### src/rtl/chacha_ks_xor_stream.sv
`timescale 1ns/1ps
`default_nettype none
// ============================================================================
//  Module      : chacha_ks_xor_stream
//  Description : Consumes 512-bit ChaCha keystream blocks from the keystream
//                unit, slices each block into 128-bit lanes (lane 0 first) and
//                XORs them onto a valid/ready data stream. The output beat is
//                registered and carries byte-keep and last markers.
//  Ports       : clk, rst_n       clock, async active-low reset
//                start, busy      message start pulse / message in progress
//                ks_req           keystream block request (registered level)
//                ks_valid/ks_data keystream block delivery (one-cycle pulse)
//                in_*             input stream (valid/ready, data, keep, last)
//                out_*            output stream (valid/ready, data, keep, last)
//                blk_cnt          keystream blocks consumed in current message
//  Revision    : 1.0 - initial release
// ============================================================================
module chacha_ks_xor_stream #(
  parameter int DATA_W = 128
) (
  input  logic                clk,
  input  logic                rst_n,
  input  logic                start,
  output logic                busy,
  output logic                ks_req,
  input  logic                ks_valid,
  input  logic [511:0]        ks_data,
  input  logic                in_valid,
  output logic                in_ready,
  input  logic [DATA_W-1:0]   in_data,
  input  logic [DATA_W/8-1:0] in_keep,
  input  logic                in_last,
  output logic                out_valid,
  input  logic                out_ready,
  output logic [DATA_W-1:0]   out_data,
  output logic [DATA_W/8-1:0] out_keep,
  output logic                out_last,
  output logic [31:0]         blk_cnt
);

  localparam int LANES  = 512 / DATA_W;
  localparam int LANE_W = $clog2(LANES);
  localparam int KEEP_W = DATA_W / 8;

  localparam logic [1:0] S_IDLE   = 2'd0;
  localparam logic [1:0] S_FETCH  = 2'd1;
  localparam logic [1:0] S_STREAM = 2'd2;

  logic [1:0]        state_q,     state_d;
  logic              busy_q,      busy_d;
  logic              ks_req_q,    ks_req_d;
  logic [511:0]      ks_buf_q,    ks_buf_d;
  logic [LANE_W-1:0] lane_q,      lane_d;
  logic [31:0]       blk_cnt_q,   blk_cnt_d;
  logic              out_valid_q, out_valid_d;
  logic [DATA_W-1:0] out_data_q,  out_data_d;
  logic [KEEP_W-1:0] out_keep_q,  out_keep_d;
  logic              out_last_q,  out_last_d;

  logic [DATA_W-1:0] lanes [LANES];
  logic [DATA_W-1:0] lane_sel;
  logic [DATA_W-1:0] xored;
  logic [DATA_W-1:0] masked;
  logic              beat_accept;

  // Lane i of the buffered block is bits [DATA_W*i +: DATA_W].
  generate
    for (genvar i = 0; i < LANES; i++) begin : g_lane
      assign lanes[i] = ks_buf_q[i*DATA_W +: DATA_W];
    end
  endgenerate

  // in_ready depends only on registered state and out_ready, never on in_valid.
  assign in_ready    = (state_q == S_STREAM) & (~out_valid_q | out_ready);
  assign beat_accept = in_valid & in_ready;

  always_comb begin
    lane_sel = lanes[lane_q];
    xored    = in_data ^ lane_sel;
    masked   = '0;
    for (int b = 0; b < KEEP_W; b++) begin
      masked[8*b +: 8] = in_keep[b] ? xored[8*b +: 8] : 8'h00;
    end
  end

  always_comb begin
    state_d     = state_q;
    busy_d      = busy_q;
    ks_req_d    = ks_req_q;
    ks_buf_d    = ks_buf_q;
    lane_d      = lane_q;
    blk_cnt_d   = blk_cnt_q;
    out_valid_d = out_valid_q;
    out_data_d  = out_data_q;
    out_keep_d  = out_keep_q;
    out_last_d  = out_last_q;

    case (state_q)
      S_IDLE: begin
        if (start) begin
          state_d   = S_FETCH;
          busy_d    = 1'b1;
          ks_req_d  = 1'b1;
          blk_cnt_d = 32'd0;
        end
      end
      S_FETCH: begin
        if (ks_valid) begin
          ks_buf_d  = ks_data;
          lane_d    = '0;
          ks_req_d  = 1'b0;
          blk_cnt_d = blk_cnt_q + 32'd1;
          state_d   = S_STREAM;
        end
      end
      S_STREAM: begin
        if (beat_accept) begin
          // A last beat ends the message even if lanes remain in the buffer.
          if (in_last) begin
            state_d = S_IDLE;
            busy_d  = 1'b0;
          end else if (lane_q == LANE_W'(LANES - 1)) begin
            state_d  = S_FETCH;
            ks_req_d = 1'b1;
          end else begin
            lane_d = lane_q + LANE_W'(1);
          end
        end
      end
      default: begin
        state_d  = S_IDLE;
        busy_d   = 1'b0;
        ks_req_d = 1'b0;
      end
    endcase

    // A new beat overwrites the output register even while it is being
    // drained, which sustains one beat per cycle.
    if (beat_accept) begin
      out_valid_d = 1'b1;
      out_data_d  = masked;
      out_keep_d  = in_keep;
      out_last_d  = in_last;
    end else if (out_ready) begin
      out_valid_d = 1'b0;
    end
  end

  always_ff @(posedge clk or negedge rst_n) begin
    if (!rst_n) begin
      state_q     <= S_IDLE;
      busy_q      <= 1'b0;
      ks_req_q    <= 1'b0;
      ks_buf_q    <= '0;
      lane_q      <= '0;
      blk_cnt_q   <= 32'd0;
      out_valid_q <= 1'b0;
      out_data_q  <= '0;
      out_keep_q  <= '0;
      out_last_q  <= 1'b0;
    end else begin
      state_q     <= state_d;
      busy_q      <= busy_d;
      ks_req_q    <= ks_req_d;
      ks_buf_q    <= ks_buf_d;
      lane_q      <= lane_d;
      blk_cnt_q   <= blk_cnt_d;
      out_valid_q <= out_valid_d;
      out_data_q  <= out_data_d;
      out_keep_q  <= out_keep_d;
      out_last_q  <= out_last_d;
    end
  end

  assign busy      = busy_q;
  assign ks_req    = ks_req_q;
  assign blk_cnt   = blk_cnt_q;
  assign out_valid = out_valid_q;
  assign out_data  = out_data_q;
  assign out_keep  = out_keep_q;
  assign out_last  = out_last_q;

endmodule
`default_nettype wire

### config.mk
export PLATFORM = sky130hd
export DESIGN_NAME = chacha_ks_xor_stream
export DESIGN_NICKNAME = d
export VERILOG_FILES = /design/src/rtl/chacha_ks_xor_stream.sv
export SDC_FILE = /design/constraint.sdc
export NUM_CORES = 1
export LEC_CHECK = 0
export ABC_CLOCK_PERIOD_IN_PS = 2550
export CELL_PAD_IN_SITES_DETAIL_PLACEMENT = 1
export CELL_PAD_IN_SITES_GLOBAL_PLACEMENT = 1
export CORE_AREA = 3 3 325 327
export DETAILED_ROUTE_END_ITERATION = 16
export DIE_AREA = 0 0 328 330
export PLACE_DENSITY_LB_ADDON = 0.08
export SYNTH_ARGS = -nofsm -noshare
export SYNTH_HDL_FRONTEND = slang
export SYNTH_SLANG_ARGS = --single-unit
### constraint.sdc
create_clock -name clk -period 2.55 [get_ports clk]
set_clock_uncertainty 0.05 [all_clocks]
set_input_delay 0.255 -clock clk [delete_from_list [all_inputs] [get_ports clk]]
set_output_delay 0.255 -clock clk [all_outputs]
set_load 0.01 [all_outputs]
==> out/results.txt <==
Clock Latency Late Sink: 640 ps
Slew HR: 0.548
worst hold-check path type: input port to flop
DRT Pass-1 Iters: 5
IO Pins: 844
ANT nets after route: 0
Syn Std Cell Area: 30900 µm²
share of layout cells above drive strength 1: 0.0921
DR DRC count: 0
gr usage total: 0.228
Warnings, synthesis: 0
Slew Viols, Final: 0
Chip Width: 328 µm
vias in the first global route: 28100
async set-or-reset flop fraction in the synthesized netlist: 1.00
post-CTS setup buffers: 0
RSZ-0062 raised after global routing: false
CP arrival: 2080 ps
largest net degree at the start of global routing: 94
die area: 108000 µm²
DR vias/cell: 4.62
IR drop worst, VDD: 0.528 mV
Hold Path Sink: ks_buf_q[60]
die span in y: 330 µm
Post-synth EDFFs: 0
Fmax achieved: 419 MHz
Mean Syn Cell Area: 9.33 µm²
wire length per cell: 22.1 µm
via count: 26100
power density over the cells: 1070 nW/µm²
row cnt: 118
synth cell count leaders: 1859 x nand2_1, 696 x dfrtp_1, 172 x clkbuf_1, 134 x nand3_1, 131 x xor2_1
GRT overflow: 0
Synth top area share: 0.563
reg2reg path depth: 5
synth-to-layout area growth: 44.6%
root buf cell: clkbuf_16
sequential fraction of the synthesis area: 0.563
final worst setup slack: 162 ps
Syn Inst Count: 3314
Hold Path Origin: ks_data[60]
Distinct cells, synth: 44
reg2reg start: blk_cnt[0]
Clock Pin Slew Worst Setup and Hold Paths: 60 ps
overall routed net length: 125 mm
maxcap violations: 0
Num Clock Sinks: 696
CP Class: flop to primary output
Final #Nets: 4821
critical path peak fanout: 12
Syn Nets: 3979
crit end category: primary output
starting density of the core: 0.300
Bufs on Longest Clock Path: 3
fill count: 11600
CP Launch Type: flop
dominant cell by count in the synthesized netlist: nand2_1
Fin Setup TNS: 0 ps
1st-iter DRT viols: 1452
post-synth top area cell: dfrtp_1
hold path depth: 3
post-layout minimum cycle time: 2390 ps
setup slack on the worst flop-to-flop path: 340 ps
Num CTS Buffers: 86
gpl congestion: 0.823
main area contributors after synthesis: dfrtp_1 56%, nand2_1 23%, mux4_2 9.3%
Detailed Place HPWL: 94.5 mm
pre-CTS setup slack: 156 ps
floorplan core area: 103000 µm²
r2r endpoint: blk_cnt[24]
initial antenna violation count: 70
first-pass GRT wire length: 185 mm
final hold violations: 0
IO Port Bufs: 843
P_leak: 21.4 nW
Synth Register Bits: 696
clock tree from TritonCTS: done
Top FF cell, synth: dfrtp_1
htree depth: 3
status: finished clean
Final setup viols: 0
data required time of the critical path: 2250 ps
post-route clock period utilization: 0.936
worst-margin pin slew: 677 ps
-- area by class of cell --
| type | count | area, µm² | share of cell area |
|---|---|---|---|
| diodes | 48 | 120 | 0.00269 |
| clock buffers | 131 | 2540 | 0.0569 |
| clock inverters | 24 | 250 | 0.00559 |
| inverters | 13 | 48.8 | 0.00109 |
| multi-input cells | 2403 | 12700 | 0.284 |
| flip-flops and latches | 696 | 17400 | 0.390 |
| well taps | 1380 | 1730 | 0.0386 |
| repair buffers | 956 | 9910 | 0.221 |
-- stage by stage --
stage / hold WS [ps] / cells / power [mW] / instance area, µm² / utilization
3_5_place_dp: 202 / 5447 / 36.0 / 41800 / 0.405
2_1_floorplan: -90.6 / 3314 / 27.9 / 30900 / -
6_report: 87.1 / 5651 / 47.7 / 44700 / 0.433
4_1_cts: 27.4 / 5603 / 48.6 / 44600 / 0.432
5_1_grt: 60.3 / 5628 / 51.3 / 44700 / 0.433
3_3_place_gp: 197 / 5447 / 35.6 / 41800 / 0.405
-- kinds of logic (layout without fill, tap and decap cells) --
kind of cell / Yosys count / count (layout) / synth area share
muxes: 132 / 132 / 0.0945
DFF: 696 / 696 / 0.563
buffers and inverters: 215 / 1124 / 0.0269
adders and majority gates: 2 / 2 / 0.000809
and+or+nand+nor: 2073 / 2073 / 0.264
AOI/OAI and AO/OA: 63 / 63 / 0.0129
other: 0 / 48 / 0
xor gates and xnor gates: 133 / 133 / 0.0377
-- worst max-delay path: stages (launching register included) --
cell and delay (ps):
dfrtp_1 410, buf_4 210, nor2b_4 170, and2_1 140
clkdlybuf4s50_1 530
-- layer usage --
metal | part of all wire | track usage
met3 | 0.073 | 0.0712
met4 | 0.025 | 0.0723
met2 | 0.50 | 0.395
met5 | 0.0022 | 0
met1 | 0.40 | 0.270
-- repair_timing --
| item | in CTS | in global routing |
|---|---|---|
| endpoints found under the hold margin | 178 | 0 |
| gates resized for setup | 2 | 0 |
| setup endpoints to repair | 1 | 0 |
| hold buffers | 1 | 0 |
-- layout by cell type, fill, tap and decap left out, types with 3 or more instances in the layout --
cell type	netlist	final
nand3_1	134	133
buf_4	0	63
o22ai_1	3	3
and4_1	5	5
nor4_1	3	3
nand2b_1	4	4
clkinv_2	0	14
mux4_2	128	128
or2_2	3	3
nor3_1	6	6
clkbuf_16	0	88
inv_1	13	13
dfrtp_1	696	694
bufinv_16	0	4
clkbuf_1	172	25
mux2i_1	4	4
diode_2	0	48
nand4_1	19	19
nand2_1	1859	1859
inv_6	0	4
o21ai_0	12	12
a31o_2	6	6
or4_1	11	11
xor2_1	131	131
a21oi_1	22	22
or3_1	6	6
o31ai_1	10	10
clkdlybuf4s50_1	0	842
and3_1	4	3
clkbuf_8	0	18
nor2_1	8	8
buf_12	0	49
-- state kept, by name (all words and copies together) (netlist names) --
register,flops
out_last,1
lane_q,2
ks_buf_q,512
state_q,2
out_keep,16
ks_req,1
busy,1
out_valid,1
out_data,128
blk_cnt,32
-- worst max-delay path by stage --
stage	from	endpoint	slack, ps	cells after the start
floorplan	blk_cnt[0]	blk_cnt[30]	330	6
global placement	ks_valid	blk_cnt[15]	170	6
detailed placement	ks_valid	blk_cnt[13]	160	6
CTS	state_q[0]	in_ready	60	4
global route	state_q[0]	in_ready	60	4
finish	state_q[0]	in_ready	160	4
-- power breakdown --
| part | internal (mW) | total (mW) | switching, mW |
|---|---|---|---|
| clock network | 7.27 | 12.2 | 4.94 |
| logic | 8.28 | 17.1 | 8.85 |
| registers | 15.7 | 18.4 | 2.66 |
(Power assumes the default switching activity.)
